## src/rtl/iperm_pkg.sv

```systemverilog
// iperm_pkg: shared constants, command field layout and FSM state for the permutation key generator
package iperm_pkg;
  localparam int LANES = 16;
  localparam int IDX_W = 4;
  localparam int CTRL_W = 4;
  localparam int KEY_W = LANES * IDX_W + CTRL_W;
  localparam int CMD_BASE_LSB = 0;
  localparam int CMD_STRIDE_LSB = 4;
  localparam int CMD_STEP_LSB = 8;
  localparam int CMD_CTRL_LSB = 12;
  localparam int CMD_CNT_LSB = 16;
  localparam int CMD_CNT_W = 16;
  typedef enum logic {IDLE, RUN} state_t;
endpackage

```

## src/rtl/iperm_key_calc.sv

```systemverilog
// iperm_key_calc: combinational affine lane index map, idx_i = (base + i*stride) mod 16
module iperm_key_calc
  import iperm_pkg::*;
(
  input  logic [IDX_W-1:0]       i_base,
  input  logic [IDX_W-1:0]       i_stride,
  output logic [LANES*IDX_W-1:0] o_idx
);
  for (genvar i = 0; i < LANES; i++) begin : g_lane
    assign o_idx[i*IDX_W +: IDX_W] = i_base + IDX_W'(i) * i_stride;
  end
endmodule

```

## src/rtl/iperm_key_gen.sv

```systemverilog
// iperm_key_gen: expands affine commands into permutation key beats (IPERM_KEY_LAST_EN puts a last-beat flag in bit 67)
module iperm_key_gen
  import iperm_pkg::*;
#(
  parameter int CNT_W = CMD_CNT_W
) (
  input  logic             clk,
  input  logic             reset_n,
  input  logic [31:0]      t_cmd_dat,
  input  logic             t_cmd_valid,
  output logic             t_cmd_ready,
  output logic [KEY_W-1:0] i_kp_dat,
  output logic             i_kp_valid,
  input  logic             i_kp_ready,
  output logic             busy
);
  state_t                 r_state;
  logic [IDX_W-1:0]       r_base, r_stride, r_step;
  logic [CTRL_W-1:0]      r_ctrl;
  logic [CNT_W-1:0]       r_rem;
  logic [KEY_W-1:0]       r_dat;
  logic                   r_valid;
  logic                   w_idle, w_cmd_hs, w_kp_hs;
  logic [IDX_W-1:0]       w_cmd_base, w_cmd_stride, w_cmd_step, w_next_base;
  logic [CTRL_W-1:0]      w_cmd_ctrl, w_key_ctrl;
  logic [CNT_W-1:0]       w_cmd_cnt;
  logic [LANES*IDX_W-1:0] w_idx;

  assign w_cmd_base   = t_cmd_dat[CMD_BASE_LSB +: IDX_W];
  assign w_cmd_stride = t_cmd_dat[CMD_STRIDE_LSB +: IDX_W];
  assign w_cmd_step   = t_cmd_dat[CMD_STEP_LSB +: IDX_W];
  assign w_cmd_ctrl   = t_cmd_dat[CMD_CTRL_LSB +: CTRL_W];
  assign w_cmd_cnt    = t_cmd_dat[CMD_CNT_LSB +: CNT_W];
  assign w_idle       = (r_state == IDLE);
  assign w_cmd_hs     = t_cmd_valid & w_idle;
  assign w_kp_hs      = r_valid & i_kp_ready;
  assign w_next_base  = r_base + r_step;
  assign t_cmd_ready  = w_idle;
  assign busy         = ~w_idle;
  assign i_kp_valid   = r_valid;
  assign i_kp_dat     = r_dat;

  // One shared index calculator: the command fields feed it in IDLE, the advanced base in RUN
  iperm_key_calc u_calc (
    .i_base  (w_idle ? w_cmd_base : w_next_base),
    .i_stride(w_idle ? w_cmd_stride : r_stride),
    .o_idx   (w_idx)
  );

`ifdef IPERM_KEY_LAST_EN
  assign w_key_ctrl = w_idle ? {w_cmd_cnt == CNT_W'(1), w_cmd_ctrl[2:0]}
                             : {r_rem == CNT_W'(2), r_ctrl[2:0]};
`else
  assign w_key_ctrl = w_idle ? w_cmd_ctrl : r_ctrl;
`endif

  // Command/beat FSM; the key is registered one beat ahead so outputs carry no combinational path
  always_ff @(posedge clk or negedge reset_n) begin
    if (!reset_n) begin
      r_state  <= IDLE;
      r_valid  <= 1'b0;
      r_dat    <= '0;
      r_base   <= '0;
      r_stride <= '0;
      r_step   <= '0;
      r_ctrl   <= '0;
      r_rem    <= '0;
    end else if (w_idle) begin
      if (w_cmd_hs && w_cmd_cnt != '0) begin
        r_state  <= RUN;
        r_valid  <= 1'b1;
        r_base   <= w_cmd_base;
        r_stride <= w_cmd_stride;
        r_step   <= w_cmd_step;
        r_ctrl   <= w_cmd_ctrl;
        r_rem    <= w_cmd_cnt;
        r_dat    <= {w_key_ctrl, w_idx};
      end
    end else if (w_kp_hs) begin
      if (r_rem == CNT_W'(1)) begin
        r_state <= IDLE;
        r_valid <= 1'b0;
      end else begin
        r_base <= w_next_base;
        r_rem  <= r_rem - CNT_W'(1);
        r_dat  <= {w_key_ctrl, w_idx};
      end
    end
  end
endmodule

```

## config.mk

```make
export PLATFORM = sky130hd
export DESIGN_NAME = iperm_key_gen
export DESIGN_NICKNAME = d
export VERILOG_FILES = /design/src/rtl/iperm_pkg.sv /design/src/rtl/iperm_key_calc.sv /design/src/rtl/iperm_key_gen.sv
export SDC_FILE = /design/constraint.sdc
export NUM_CORES = 1
export LEC_CHECK = 0
export BUFFER_PORTS_ARGS = -buffer_cell sky130_fd_sc_hd__clkbuf_2
export CORE_ASPECT_RATIO = 1.2
export CORE_MARGIN = 5
export CORE_UTILIZATION = 50
export CTS_CLUSTER_DIAMETER = 200
export DETAILED_ROUTE_END_ITERATION = 6
export PLACE_DENSITY = 0.87
export SLEW_MARGIN = 20
export SYNTH_ARGS = -nofsm -noshare
export SYNTH_HDL_FRONTEND = slang
export SYNTH_HIERARCHICAL = 1
export SYNTH_SLANG_ARGS = --single-unit
```

## constraint.sdc

```tcl
create_clock -name clk -period 3.9 [get_ports clk]
set_input_delay 0.39 -clock clk [delete_from_list [all_inputs] [get_ports clk]]
set_output_delay 0.39 -clock clk [all_outputs]
set_load 0.01 [all_outputs]
```

== Word level (Yosys, flattened, before mapping) ==
Cells that the tools add are included.
Widths: inputs -> output; s select.

* Add/subtract/negate cells: 17
* Multiply operators: 11
* Equal/unequal tests: 4
* Multiplexer cells: 23
* Bitwise gates (word level): 3
* Reduce and logical (&&, ||, !) cells: 6

{| class="wikitable"
|+ Operators by type and width
! kind !! count
|-
| $mux 68 || 4
|-
| $add 4x4->4 || 16
|-
| $mux 16 || 4
|-
| $mux 4 || 7
|-
| $eq 16x1->1 const B || 1
|-
| $reduce_bool 16->1 || 1
|-
| $sub 16x1->16 const B || 1
|-
| $mul 3x4->4 const A || 3
|-
| $mul 3x4->3 const A || 2
|-
| $mul 4x4->4 const A || 2
|-
| $mux 1 || 8
|-
| $reduce_and 3->1 || 2
|-
| $mul 1x4->4 const A || 1
|-
| $mul 2x4->2 const A || 1
|-
| $mul 2x4->3 const A || 1
|-
| $mul 2x4->4 const A || 1
|-
| $ne 2x1->1 const B || 2
|-
| $and 1x1->1 || 2
|-
| $ne 2x2->1 const B || 1
|-
| $reduce_and 2->1 || 1
|-
| $reduce_bool 2->1 || 1
|-
| $logic_and 1x1->1 || 1
|-
| $not 1->1 || 1
|}

* Register bits after elaboration: 102
* Bits of input ports: 36
* Output and inout bits: 71
* Logic and storage cells: 72

== Depth between registers and ports, before layout ==
* Depth after elaboration: 6
* Mapped depth: 13

== By module ==
The synthesis kept the hierarchy.

{| class="wikitable"
|+ Modules (own cells, without submodules)
! module !! times used !! cells each !! area each (sq um) !! seq. area each (sq um)
|-
| iperm_key_gen || 1 || 382 || 4,634.4 || 2,552.4
|-
| iperm_key_calc || 1 || 132 || 1,260.0 || 0.0
|}

== Worst setup path after synthesis ==
No wires, ideal clock.

* Path kind: register to register
* Start point: register r_base[0]
* End point: register r_dat[47], in the netlist i_kp_dat[47]
* Library setup time: 128 ps
* Arrival: 3,668 ps
* Setup slack: 104 ps
* Stages on the path, launching flop included: 12
* Buffers on the path: 0
* Clock period less this slack: 3,796 ps
* Cell sequence: dfrtp_1 ha_1 inv_1 fa_1 o21ai_0 fa_1 ha_1 fa_1 xnor2_1 xnor2_1 xnor2_1 mux2_1

* Longest elaborated chain between the ends: 6

{| class="wikitable"
|+ Ends and longest elaborated chain
! what !! RTL line !! source
|-
| start, declared || iperm_key_gen.sv:18 || <nowiki>logic [IDX_W-1:0] r_base, r_stride, r_step;</nowiki>
|-
| start signal, assigned || iperm_key_gen.sv:72 || <nowiki>r_base <= w_cmd_base;</nowiki>
|-
| start signal, assigned || iperm_key_gen.sv:84 || <nowiki>r_base <= w_next_base;</nowiki>
|-
| $add 4x4->4 (*) || iperm_key_gen.sv:37 || <nowiki>assign w_next_base = r_base + r_step;</nowiki>
|-
| $mux 4 (*) || iperm_key_gen.sv:45 || <nowiki>.i_base (w_idle ? w_cmd_base : w_next_base),</nowiki>
|-
| $add 4x4->4 (*) || iperm_key_calc.sv:10 || <nowiki>assign o_idx[i*IDX_W +: IDX_W] = i_base + IDX_W'(i) * i_stride;</nowiki>
|-
| net w_idx[47] || iperm_key_gen.sv:27 || <nowiki>logic [LANES*IDX_W-1:0] w_idx;</nowiki>
|-
| $mux 68 || iperm_key_gen.sv:80 || <nowiki>if (r_rem == CNT_W'(1)) begin</nowiki>
|-
| $mux 68 || iperm_key_gen.sv:79 || <nowiki>end else if (w_kp_hs) begin</nowiki>
|-
| $mux 68 (*) || iperm_key_gen.sv:68 || <nowiki>end else if (w_idle) begin</nowiki>
|-
| end signal, assigned || iperm_key_gen.sv:77 || <nowiki>r_dat <= {w_key_ctrl, w_idx};</nowiki>
|-
| end signal, assigned || iperm_key_gen.sv:86 || <nowiki>r_dat <= {w_key_ctrl, w_idx};</nowiki>
|-
| end, declared || iperm_key_gen.sv:21 || <nowiki>logic [KEY_W-1:0] r_dat;</nowiki>
|}

Mark *: on every way through the listed nets, which the timed path passes. The rest lies on a longest branch. The select of a mux whose other input is x is not followed.
A chain may end at the register's enable or synchronous reset.

== Final worst setup path ==
Same ends and word-level chain as after synthesis.

==> summary.md <==
| Metric | Value |
|---|---|
| Status | `complete, no violations` |
| Top Ports | `about 110` |
| Largest net degree at the start of global routing | `70` |
| Reg2reg end | `i_kp_dat[47]` |
| First-pass GRT wire length | `21300 um` |
| Worst Path Required | `4.12 ns` |
| VDD IR max | `~0.24 mV` |
| Max-slew violation count | `0` |
| Worst setup EP type | `flop` |
| Fraction of registers with async set/reset | `100%` |
| Routed wire length | `~13000 um` |
| Fin. Hold Viols | `0` |
| CP startpoint kind | `flop` |
| Ranking of synthesized cells by area | `dfrtp_1 43%, mux2_2 7.3%, fa_1 5.8%` |
| GRT Util Overall | `between 10% and 20%` |
| Final cell count without fillers | `750` |
| Hold WC Path Type | `primary input to asynchronous set/reset pin` |
| Clock net sink count | `between 100 and 150` |
| Slew @ Worst Pin | `0.876 ns` |
| Crit-path cells | `ha_1 -> inv_1 -> fa_1 -> xnor2_1 -> mux2_2 -> inv_1 -> fa_1 -> inv_1 -> fa_1 -> xnor2_1 -> xnor2_1 -> xnor2_1 -> mux2_1` |
| Count of final setup violators | `0` |
| R2r worst-path depth | `13` |
| Synth Net Count | `590` |
| Top cell type's share of synthesized area | `between 40% and 50%` |
| Max_cap viols | `0` |
| NumNets Final | `664` |
| Final Critical Period | `3.59 ns` |
| Htree depth | `3` |
| Layout cells sized above 1 | `33.2%` |
| Met3 Use GR | `4.01%` |
| Dominant cell type by area after synthesis | `dfrtp_1` |
| Row count | `43` |
| Fmax | `approximately 280 MHz` |
| Die height | `approximately 130 um` |
| Post-route ant nets | `0` |
| LEAKAGE | `around 0.0032 uW` |
| Dpl cell area | `6370 um^2` |
| Worst r2r src | `r_base[0]` |
| M2 GR Usage | `33.4%` |
| Longest Clk Path Bufs | `2` |
| Rel. slew slack | `roughly 42%` |
| Placed cell count | `~730` |
| Clock root cell | `clkbuf_16` |
| Post-synth EDFFs | `0` |
| Synthesized flop and latch total | `just over 100` |
| Pwr Density | `~400 nW/um^2` |
| Most common cell after layout, fill and taps aside | `clkbuf_2` |
| Die Wd | `between 100 and 150 um` |
| Yosys Warn Count | `6` |
| Hpwl dp | `9860 um` |
| Initial drt markers | `roughly 170` |
| Vias in the first global route | `roughly 4200` |
| Setup TNS | `0 ns` |
| IO buf count | `roughly 110` |
| RSZ-0062 raised after global routing | `no` |
| TritonRoute pass-1 iters | `5` |
| Final period utilization | `~92%` |
| CP max stage delay | `roughly 0.58 ns` |
| Placer congestion estimate | `between 0.9 and 1` |
| Yosys cell types | `55` |
| Max FO, Critical Path | `10` |
| R2R Setup Slk | `around 0.3 ns` |
| Remaining DRCs | `0` |
| Routed via count | `between 4000 and 5000` |
| Die area | `roughly 14000 um^2` |
| Clock Latency Late Sink | `0.34 ns` |
| Critical path's most frequent cell | `xnor2_1` |
| Grt peak-use layer | `met2` |
| Setup Crit Path Kind | `flop to flop` |
| Met1 Use GR | `roughly a quarter` |
| CTS tree | `yes` |
| Routed WL per cell | `~17 um` |
| Hold_buf cts | `0` |
| Seq/Total Area, Yosys | `a little over two fifths` |
| Slowest cell on the critical path | `fa_1` |
| Clk slew on worst S/H paths | `about 0.070 ns` |
| Number of buffers created by CTS | `9` |
| Skew final | `slightly below 0.007 ns` |
| Layout Utilization | `~58%` |
| Ys flop type | `dfrtp_1` |
| Initial antenna violation count | `0` |
| Initial Util | `between 50% and 60%` |
| Ant diodes | `0` |
| Core box area | `11600 um^2` |
| Mean post-synth cell area | `11.5 um^2` |
| Most frequent cells in the layout | `105 x clkbuf_2, 102 x dfrtp_1, 57 x nand2_1, 38 x mux2_2, 31 x inv_1` |
| CP arrival | `between 3 and 4 ns` |
| Mapped Area | `between 5000 and 6000 um^2` |
| Cell area after layout | `6670 um^2` |
| Post-Syn Instances | `roughly 500` |
| Fill cell count | `between 900 and 1000` |
| Synth-to-layout area growth | `13.2%` |
| GR Overflow Total | `0` |
| Vias per cell | `about 5.5` |
-- how the worst max path moves through the flow --
stage / start / to / slack [ns]
global route: r_base[0] / i_kp_dat[47] / 0.1
CTS: r_base[0] / i_kp_dat[55] / 0.19
finish: r_base[0] / i_kp_dat[47] / 0.31
floorplan: r_base[0] / i_kp_dat[47] / 0.10
global placement: r_base[0] / i_kp_dat[47] / 0.39
detailed placement: r_base[0] / i_kp_dat[55] / 0.20
-- per-layer routing --
layer  up-vias  part of all wire (%)
li1       1890                     -
met1      2019                    39
met5         -                     0
met2       185                    51
met3        23                   8.4
met4         0                   1.9
-- layout make-up --
| class | count | area, um^2 | area share (%) |
|---|---|---|---|
| Timing Repair Buffer | 116 | 633 | 9.49 |
| Multi-Input combinational cell | 327 | 2870 | 43.0 |
| Clock buffer | 9 | 225 | 3.38 |
| Inverter | 32 | 120 | 1.80 |
| Tap cell | 157 | 196 | 2.94 |
| Sequential cell | 102 | 2550 | 38.3 |
| Clock inverter | 7 | 75.1 | 1.13 |
-- sequential cells by signal (all words and copies together) (netlist names) --
| register | flops |
|---|---|
| r_step | 4 |
| r_ctrl | 4 |
| r_base | 4 |
| i_kp_dat | 68 |
| r_stride | 4 |
| i_kp_valid | 1 |
| busy | 1 |
| r_rem | 16 |
-- power by group --
group | leakage [uW] | switching (uW) | internal [uW] | total (uW)
logic | 0.00176 | 329 | 284 | 613
registers | 0.00130 | 52.9 | 1140 | 1190
clock network | 0.000138 | 396 | 498 | 894
-- cell usage after synthesis, types with 4 or more instances --
cell type    n
xnor2_1     30
fa_1        17
o21ai_0      8
nor3_1       4
a31oi_1      5
a211oi_1     6
nand2_1     57
nor4_1       4
o31ai_1      6
buf_2        6
o22ai_1      8
xor2_1       7
buf_4       34
a21oi_1     13
clkbuf_1     7
or4_1        4
mux2_1      16
mux2_4      20
ha_1        23
nor2_1      20
buf_6        4
mux2_2      38
nand3_1      8
dfrtp_1    102
inv_1       31
-- critical path, delay by kind of cell, from the launching register on --
family,cells,cell delay (ns)
XOR/XNOR,4,0.64
adder cells (fa/ha/maj),4,1.50
buffers and inverters,3,0.33
flip-flops,1,0.36
multiplexers,2,0.63
-- timing repair --
| item | 4_1_cts | 5_1_grt |
|---|---|---|
| buffers inserted | 0 | 0 |
| endpoints found under the setup margin | 0 | 1 |
| resized for setup | 0 | 1 |
-- stage by stage --
stage | hold WS [ns] | power (uW) | worst slack [ns]
finish | 0.160 | 2700 | 0.305
detailed placement | 0.462 | 1830 | 0.203
floorplan | 0.0944 | 1680 | 0.104
global placement | 0.454 | 1800 | 0.388
global route | 0.245 | 2840 | 0.0960
CTS | 0.185 | 2740 | 0.185
-- logic make-up (layout without fill, tap and decap cells) --
logic type | count (synthesis) | after routing | share of synthesized area, %
XOR/XNOR | 39 | 39 | 6.24
AO/OA/AOI/OAI | 63 | 63 | 7.51
AND/OR/NAND/NOR | 110 | 110 | 8.49
flip-flops | 102 | 102 | 43.3
multiplexers | 75 | 75 | 15.6
adder cells (fa/ha/maj) | 40 | 40 | 10.7
buffers and inverters | 85 | 164 | 8.21
No activity file was read; power rests on OpenSTA's default activity.
